**src/rtl/anton_neopixel_frame_scheduler_pkg.sv**
```systemverilog
// Shared definitions for the NeoPixel frame scheduler.
// Holds the scheduler state encoding and the default sizing parameters.
package anton_neopixel_frame_scheduler_pkg;

    localparam int INIT_TIMEOUT_DEFAULT   = 15;
    localparam int FRAME_CNT_BITS_DEFAULT = 8;

    typedef enum logic [2:0] {
        ENUM_SCHED_IDLE     = 3'd0,
        ENUM_SCHED_INIT     = 3'd1,
        ENUM_SCHED_STREAM   = 3'd2,
        ENUM_SCHED_LATCH    = 3'd3,
        ENUM_SCHED_STOPPING = 3'd4
    } sched_state_e;

endpackage

```
**src/rtl/anton_neopixel_init_handshake.sv**
```systemverilog
// initSlow request / initSlowDone wait with a bounded timeout.
// Emits single-cycle done or err while the request is outstanding.
module anton_neopixel_init_handshake
    import anton_neopixel_frame_scheduler_pkg::*;
#(
    parameter int INIT_TIMEOUT = INIT_TIMEOUT_DEFAULT
) (
    input  logic clk,
    input  logic rst,
    input  logic start,
    input  logic init_slow_done,
    output logic init_slow,
    output logic done,
    output logic err
);

    localparam int            CW   = $clog2(INIT_TIMEOUT + 1);
    localparam logic [CW-1:0] LAST = CW'(INIT_TIMEOUT - 1);

    logic          init_slow_q, init_slow_d;
    logic [CW-1:0] cnt_q, cnt_d;

    always_comb begin
        done        = init_slow_q && init_slow_done;
        err         = init_slow_q && !init_slow_done && (cnt_q == LAST);
        init_slow_d = init_slow_q;
        cnt_d       = cnt_q;
        if (start) begin
            init_slow_d = 1'b1;
            cnt_d       = '0;
        end else if (done || err) begin
            init_slow_d = 1'b0;
        end else if (init_slow_q) begin
            cnt_d = cnt_q + 1'b1;
        end
    end

    always_ff @(posedge clk or posedge rst) begin
        if (rst) begin
            init_slow_q <= 1'b0;
            cnt_q       <= '0;
        end else begin
            init_slow_q <= init_slow_d;
            cnt_q       <= cnt_d;
        end
    end

    assign init_slow = init_slow_q;

endmodule

```
**src/rtl/anton_neopixel_frame_scheduler.sv**
```systemverilog
// Frame-level sequencer for the NeoPixel stream: init handshake, run enable,
// frame counting and frame-boundary bank swapping.
module anton_neopixel_frame_scheduler
    import anton_neopixel_frame_scheduler_pkg::*;
#(
    parameter int FRAME_CNT_BITS = FRAME_CNT_BITS_DEFAULT,
    parameter int INIT_TIMEOUT   = INIT_TIMEOUT_DEFAULT
) (
    input  logic                      clk6_4mhz,
    input  logic                      reset,
    input  logic                      cmd_start,
    input  logic                      cmd_stop,
    input  logic                      cmd_swap,
    input  logic                      reg_ctrl_loop,
    input  logic [FRAME_CNT_BITS-1:0] reg_frame_limit,
    input  logic                      stream_pixel_of,
    input  logic                      stream_sync_of,
    input  logic                      initSlowDone,
    output logic                      initSlow,
    output logic                      reg_ctrl_run,
    output logic                      bank_sel,
    output logic                      busy,
    output logic                      frame_done,
    output logic [FRAME_CNT_BITS-1:0] frame_count,
    output logic                      init_err
);

    localparam logic [FRAME_CNT_BITS-1:0] ONE = FRAME_CNT_BITS'(1);

    sched_state_e              state_q, state_d;
    logic                      run_q, run_d;
    logic                      bank_q, bank_d;
    logic                      done_q, done_d;
    logic                      err_q, err_d;
    logic                      stop_pend_q, stop_pend_d;
    logic                      swap_pend_q, swap_pend_d;
    logic [FRAME_CNT_BITS-1:0] count_q, count_d;
    logic [FRAME_CNT_BITS-1:0] count_inc, limit_eff;
    logic                      limit_hit, swap_req, stop_req;
    logic                      hs_start, hs_done, hs_err;

    anton_neopixel_init_handshake #(
        .INIT_TIMEOUT(INIT_TIMEOUT)
    ) u_init (
        .clk           (clk6_4mhz),
        .rst           (reset),
        .start         (hs_start),
        .init_slow_done(initSlowDone),
        .init_slow     (initSlow),
        .done          (hs_done),
        .err           (hs_err)
    );

    // Requests arriving on the boundary cycle itself still take effect.
    always_comb begin
        count_inc = (&count_q) ? count_q : count_q + ONE;
        limit_eff = (reg_frame_limit == '0) ? ONE : reg_frame_limit;
        limit_hit = !reg_ctrl_loop && (count_inc >= limit_eff);
        swap_req  = swap_pend_q || cmd_swap;
        stop_req  = stop_pend_q || cmd_stop;
    end

    always_comb begin
        state_d     = state_q;
        run_d       = run_q;
        bank_d      = bank_q;
        done_d      = 1'b0;
        err_d       = err_q;
        count_d     = count_q;
        stop_pend_d = stop_req;
        swap_pend_d = swap_req;
        hs_start    = 1'b0;
        unique case (state_q)
            ENUM_SCHED_IDLE: begin
                stop_pend_d = 1'b0;
                if (swap_req) begin
                    bank_d      = ~bank_q;
                    swap_pend_d = 1'b0;
                end
                if (cmd_start) begin
                    state_d     = ENUM_SCHED_INIT;
                    hs_start    = 1'b1;
                    count_d     = '0;
                    err_d       = 1'b0;
                    stop_pend_d = cmd_stop;
                end
            end
            ENUM_SCHED_INIT: begin
                if (hs_done) begin
                    state_d = ENUM_SCHED_STREAM;
                    run_d   = 1'b1;
                end else if (hs_err) begin
                    state_d     = ENUM_SCHED_IDLE;
                    err_d       = 1'b1;
                    stop_pend_d = 1'b0;
                end
            end
            ENUM_SCHED_STREAM: begin
                if (stream_pixel_of) state_d = ENUM_SCHED_LATCH;
            end
            ENUM_SCHED_LATCH: begin
                if (stream_sync_of) begin
                    done_d  = 1'b1;
                    count_d = count_inc;
                    if (swap_req) begin
                        bank_d      = ~bank_q;
                        swap_pend_d = 1'b0;
                    end
                    if (stop_req || limit_hit) begin
                        run_d   = 1'b0;
                        state_d = ENUM_SCHED_STOPPING;
                    end else begin
                        state_d = ENUM_SCHED_STREAM;
                    end
                end
            end
            ENUM_SCHED_STOPPING: begin
                state_d     = ENUM_SCHED_IDLE;
                run_d       = 1'b0;
                stop_pend_d = 1'b0;
            end
            default: begin
                state_d = ENUM_SCHED_IDLE;
                run_d   = 1'b0;
            end
        endcase
    end

    always_ff @(posedge clk6_4mhz or posedge reset) begin
        if (reset) begin
            state_q     <= ENUM_SCHED_IDLE;
            run_q       <= 1'b0;
            bank_q      <= 1'b0;
            done_q      <= 1'b0;
            err_q       <= 1'b0;
            count_q     <= '0;
            stop_pend_q <= 1'b0;
            swap_pend_q <= 1'b0;
        end else begin
            state_q     <= state_d;
            run_q       <= run_d;
            bank_q      <= bank_d;
            done_q      <= done_d;
            err_q       <= err_d;
            count_q     <= count_d;
            stop_pend_q <= stop_pend_d;
            swap_pend_q <= swap_pend_d;
        end
    end

    assign reg_ctrl_run = run_q;
    assign bank_sel     = bank_q;
    assign busy         = (state_q != ENUM_SCHED_IDLE);
    assign frame_done   = done_q;
    assign frame_count  = count_q;
    assign init_err     = err_q;

endmodule

```
**config.mk**
```make
export PLATFORM = sky130hd
export DESIGN_NAME = anton_neopixel_frame_scheduler
export DESIGN_NICKNAME = d
export VERILOG_FILES = /design/src/rtl/anton_neopixel_frame_scheduler_pkg.sv /design/src/rtl/anton_neopixel_init_handshake.sv /design/src/rtl/anton_neopixel_frame_scheduler.sv
export SDC_FILE = /design/constraint.sdc
export NUM_CORES = 1
export LEC_CHECK = 0
export BUFFER_PORTS_ARGS = -buffer_cell sky130_fd_sc_hd__buf_2
export CAP_MARGIN = 20
export CELL_PAD_IN_SITES_DETAIL_PLACEMENT = 1
export CELL_PAD_IN_SITES_GLOBAL_PLACEMENT = 2
export CORE_MARGIN = 2
export CORE_UTILIZATION = 29
export CTS_CLUSTER_SIZE = 16
export DETAILED_ROUTE_END_ITERATION = 8
export PLACE_DENSITY_LB_ADDON = 0.1
export SLEW_MARGIN = 20
export SYNTH_ARGS = -nofsm -noshare
export SYNTH_HDL_FRONTEND = slang
export SYNTH_SLANG_ARGS = --single-unit
```
**constraint.sdc**
```tcl
create_clock -name clk6_4mhz -period 2.52 [get_ports clk6_4mhz]
set_input_delay 0.756 -clock clk6_4mhz [delete_from_list [all_inputs] [get_ports clk6_4mhz]]
set_output_delay 0.756 -clock clk6_4mhz [all_outputs]
set_load 0.01 [all_outputs]
```
### Word level (Yosys, flattened, before mapping)

Cells that the tools add are included.

* flip-flop bits (word level): 22
* bits in latches: 0
* memory bits (writable): 0
* bits in read-only memories: 0
* output and inout bits: 14
* memories: 0

* add/sub/neg operators: 2
* $mul: 0
* divide/modulo/power cells: 0
* $lt $le $gt $ge: 1
* eq/ne operators: 14
* shift operators: 0
* multiplexer cells: 38
* bitwise operators: 2
* reduce and logical (&&, ||, !) cells: 25

Operator list (count)
* $mux W8: 4
* $mux W1: 18
* $mux W3: 6
* $ne A2 B2 Y1 const B: 8
* $pmux W8 S2: 1
* $mux W4: 3
* $pmux W3 S4: 1
* $reduce_and A4 Y1: 3
* $add A8 B1 Y8 const B: 1
* $ge A8 B8 Y1: 1
* $logic_not A8 Y1: 1
* $reduce_and A8 Y1: 1
* $reduce_bool A2 Y1: 4
* $eq A3 B2 Y1 const B: 2
* $pmux W1 S2: 3
* $pmux W1 S3: 2
* $add A4 B1 Y4 const B: 1
* $eq A4 B4 Y1 const B: 1
* $logic_and A1 B1 Y1: 4
* $logic_or A1 B1 Y1: 4
* $reduce_and A2 Y1: 2
* $eq A3 B1 Y1 const B: 1
* $eq A3 B3 Y1 const B: 1
* $logic_not A3 Y1: 1
* other kinds (6): 8

### Depth between registers and ports, before layout

* depth after elaboration: 8
* gate-level depth with buffers: 9
* gate-level depth less buffers: 9

### By module

From an unflattened synthesis, not the netlist that was laid out.

* cells, all modules: 161
* area, all modules: 1522.7 µm²

By module, submodules not included
* anton_neopixel_frame_scheduler: times used 1, cells each 131, area each 1224.9 µm², seq. area each 425.4 µm²
* anton_neopixel_init_handshake: times used 1, cells each 30, area each 297.8 µm², seq. area each 125.1 µm²

### Worst setup path before layout

Ideal clock, no wire load.

* path kind: reg2reg
* start point: reg count_q[0], in the netlist frame_count[0]
* end point: reg state_q[2]
* setup time: 124 ps
* arrival time: 2447 ps
* data required time: 2396 ps
* slack: -51 ps
* stages on the path, launching flop included: 10
* buffers on the path: 0
* cells stage by stage: dfrtp_1 ha_1 and4_1 nand2_1 xnor2_1 ha_1 nand2b_1 a2111oi_0 o32ai_1 o31a_1

* word-level cells in the longest chain between the ends: 8

Ends and longest elaborated chain
* start: declaration: line anton_neopixel_frame_scheduler.sv:37 `logic [FRAME_CNT_BITS-1:0] count_q, count_d;`
* start signal: assignment: line anton_neopixel_frame_scheduler.sv:145 `count_q <= count_d;`
* $add A8 B1 Y8 or $reduce_and A8 Y1 (tied branches): line anton_neopixel_frame_scheduler.sv:56 `count_inc = (&count_q) ? count_q : count_q + ONE;`
* $mux W8 (*): line anton_neopixel_frame_scheduler.sv:56
* $ge A8 B8 Y1 (*): line anton_neopixel_frame_scheduler.sv:58 `limit_hit = !reg_ctrl_loop && (count_inc >= limit_eff);`
* $logic_and A1 B1 Y1 (*): line anton_neopixel_frame_scheduler.sv:58
* $logic_or A1 B1 Y1 (*): line anton_neopixel_frame_scheduler.sv:109 `if (stop_req || limit_hit) begin`
* $mux W3 (*): line anton_neopixel_frame_scheduler.sv:109
* $mux W3 (*): line anton_neopixel_frame_scheduler.sv:102 `if (stream_sync_of) begin`
* $pmux W3 S4 (*): line anton_neopixel_frame_scheduler.sv:73 `unique case (state_q)`
* end signal: assignment: line anton_neopixel_frame_scheduler.sv:140 `state_q <= state_d;`
* end: declaration: line anton_neopixel_frame_scheduler.sv:30 `sched_state_e state_q, state_d;`

Mark *: on every way between the ends. The rest lies on a longest branch, timed or not. The select of a mux whose other input is x is not followed.
A chain may end at the register's enable or synchronous reset.

### Final worst setup path

* start point: reg count_q[1], in the netlist frame_count[1]
* end point: reg state_q[2]

The elaborated chain is that of the path after synthesis.

==> impl_metrics.tcl <==
set metrics [dict create \
    clockRootBuffer "clkbuf_8" \
    worst-setup-path-type "reg -> reg" \
    synth_nets 193 \
    grt_overflow 0 \
    area_delta_synth_final_pct 40.9 \
    worst_slew_pin_slew_ps 511 \
    path_cells "ha_4 -> buf_6 -> a211oi_4 -> xor2_1 -> ha_1 -> and3_4 -> a221oi_4 -> o32ai_4 -> o31a_1" \
    rsz0062_at_grt "true" \
    slew_headroom 0.658 \
    critPathMaxStageDelay_ps 440 \
    nets 249 \
    powerDensity_nw_per_um2 656 \
    start_util 0.296 \
    final.period_utilization 0.977 \
    avgSynthCellArea_um2 9.04 \
    max_freq_ghz 0.406 \
    die_w_um 75.7 \
    synth_compound_area_frac 0.190 \
    cp_top_family "compound AO/OA/AOI/OAI gates" \
    netSwitchingFraction 0.387 \
    worstPathArrival_ps 2600 \
    io_buffer_count 30 \
    clk_latency_ps 260 \
    dr.pass1.iters 4 \
    cp.buffers_inverters 1 \
    power_frac_seq 0.400 \
    antenna_cells 0 \
    setup.worst_path.start_class "flop" \
    fin_crit_ps 2460 \
    synth_edf_count 0 \
    finalHoldViolations 0 \
    gp_congestion 0.785 \
    cp_slowest_cell "dfrtp_2" \
    placementRows 26 \
    synthCells 165 \
    pre_cts_ws_ps -244 \
    finalSetupTns_ps 0 \
    synth_flop_cell "dfrtp_1" \
    post-dp-hpwl_mm 3.45 \
    switchingPower_uw 533 \
    numCtsBuffers 3 \
    synth_cell_type_count 45 \
    async_flop_share 1.00 \
    antenna_found_initial 0 \
    ir_worst_vdd_v 0.000308 \
    die_y_um 75.7 \
    routed_wl_mm 4.46 \
    grt_start_max_net_pins 23 \
    fin_ws_ps 58.6 \
    ant_nets 0 \
    cts_sinks 22 \
    avgViaCountPerCell 4.95 \
    maxCapViolCount 0 \
    drt_iter0_markers 56 \
    cp.required_ps 2660 \
    ys_seq_area_frac 0.369 \
    synth_mux_area_frac 0.0143 \
    die_area_um2 5730 \
    synth_simple_gate_area_frac 0.210 \
    core_um2 5040 \
    ys_seq_elements 22 \
    maxSlewViolCount 0 \
    finClkSkew_ps 5.45 \
    drc 0 \
    status "completed" \
    pwr-share-comb 0.435 \
    yosysWarnings 0 \
    clk_pin_slew_ps 80 \
    postCtsHoldBufs 0 \
    p_int_uw 844 \
    critical_path.max_fanout 5 \
    synth_top_family_by_area "simple AND/OR/NAND/NOR gates" \
    cts_tree "done" \
    finalSetupViolations 0 \
    num_io_pins 31 \
    grt_pass1_vias 1556 \
    vias 1435 \
    crit_path_end_kind "flop" \
    hold_class "reg -> reg" \
    synth_xor_area_frac 0.0470 \
    synth_area_um2 1490 \
    grt_pass1_wl_mm 7.20 \
    clkPwrFrac 0.165 \
    htree_levels 1 \
    leakagePower_nw 1.04 \
    avgRoutedWirePerCell_um 15.4 \
    fin_hold_ws_ps 473 \
    drive_above_1_share 0.382 \
    cts.path.max_buffers 2 \
    grtUsageTotal 0.166 \
    synthAdderAreaFrac 0.0923 \
]
==> layout make-up <==
| type | instances | area, um^2 |
|---|---|---|
| Clock buffer | 4 | 45.0 |
| Fill cell | 582 | 2940 |
| Inverter | 15 | 56.3 |
| Multi-Input combinational cell | 120 | 980 |
| Sequential cell | 22 | 553 |
| Tap cell | 70 | 87.6 |
| Timing Repair Buffer | 59 | 379 |
==> kinds of logic after synthesis <==
kind of cell | after synthesis
simple gates | 57
fa+ha+maj | 11
flops | 22
mux | 2
buf+inv | 23
compound gates | 42
xor+xnor | 8
==> power by group through the flow <==
stage	registers [mW]	logic [mW]	clock network, mW
3_5_place_dp	0.551	0.510	0
3_3_place_gp	0.543	0.485	0
5_1_grt	0.569	0.677	0.254
6_report	0.552	0.599	0.227
2_1_floorplan	0.531	0.346	0
4_1_cts	0.551	0.571	0.236
==> routing by layer <==
| layer | wire length [um] | track usage |
|---|---|---|
| met1 | 1810 | 0.193 |
| met2 | 2540 | 0.328 |
| met3 | 88 | 0.0185 |
| met4 | 23 | 0.0292 |
| met5 | 0 | 0 |
==> what timing repair did <==
item / 4_1_cts / 5_1_grt
pin swaps: 5 / 8
setup buffers: 0 / 5
endpoints found under the setup margin: 3 / 3
hold endpoints to repair: 0 / 0
gates cloned: 0 / 0
resized for setup: 15 / 15
==> sequential cells by signal, summed over array words and instances (netlist names) <==
name              flops
init_err              1
stop_pend_q           1
reg_ctrl_run          1
u_init.init_slow      1
frame_count           8
u_init.cnt_q          4
bank_sel              1
swap_pend_q           1
state_q               3
frame_done            1
==> synth_stat cells, drive strengths merged, types with 3 or more instances <==
cell,instances,area share
nor2,12,0.032
nor3,4,0.013
nand3,6,0.020
ha,11,0.092
nor2b,4,0.017
inv,15,0.038
buf,7,0.038
dfrtp,22,0.37
xnor2,6,0.035
nand2,14,0.035
o21ai,4,0.013
nand2b,4,0.017
o22ai,5,0.021
and3,3,0.013
a211oi,3,0.018
a31oi,6,0.025
a21oi,11,0.037
==> layout by cell type, fill, tap and decap left out, types with 2 or more instances in the layout <==
cell type / n
inv_1: 15
nand2b_1: 3
dfrtp_1: 20
o21a_1: 2
xnor2_1: 5
ha_1: 9
buf_2: 30
nand2_1: 12
o21ai_0: 3
a22o_1: 2
a211oi_1: 2
nor3_1: 3
or3_1: 2
o22ai_1: 4
buf_6: 3
and3_1: 2
clkbuf_8: 3
buf_4: 26
nor2_1: 10
nor2b_1: 4
ha_4: 2
a21oi_1: 11
nand3_1: 6
a31oi_1: 6
xor2_1: 2
dfrtp_2: 2
==> per-stage QoR <==
stage	area, um^2	total power, mW	util	std cells
6_report	2100	1.38	0.417	290
5_1_grt	2100	1.50	0.417	290
4_1_cts	1980	1.36	0.394	285
3_5_place_dp	1850	1.06	0.367	281
3_3_place_gp	1850	1.03	0.367	281
2_1_floorplan	1500	0.877	-	165
==> path summary, 6_finish.rpt <==
kind	start	end	slack (ps)	depth (start not counted)
worst min-delay path	bank_sel	bank_sel	470	1
max in group asynchronous	reset	frame_count[1]	1740	3
min in group asynchronous	reset	frame_count[0]	520	3
worst max register to register	frame_count[1]	state_q[2]	60	9
worst max-delay path	frame_count[1]	state_q[2]	60	9
worst min register to register	bank_sel	bank_sel	470	1
Power figures use the tool's default switching activity.
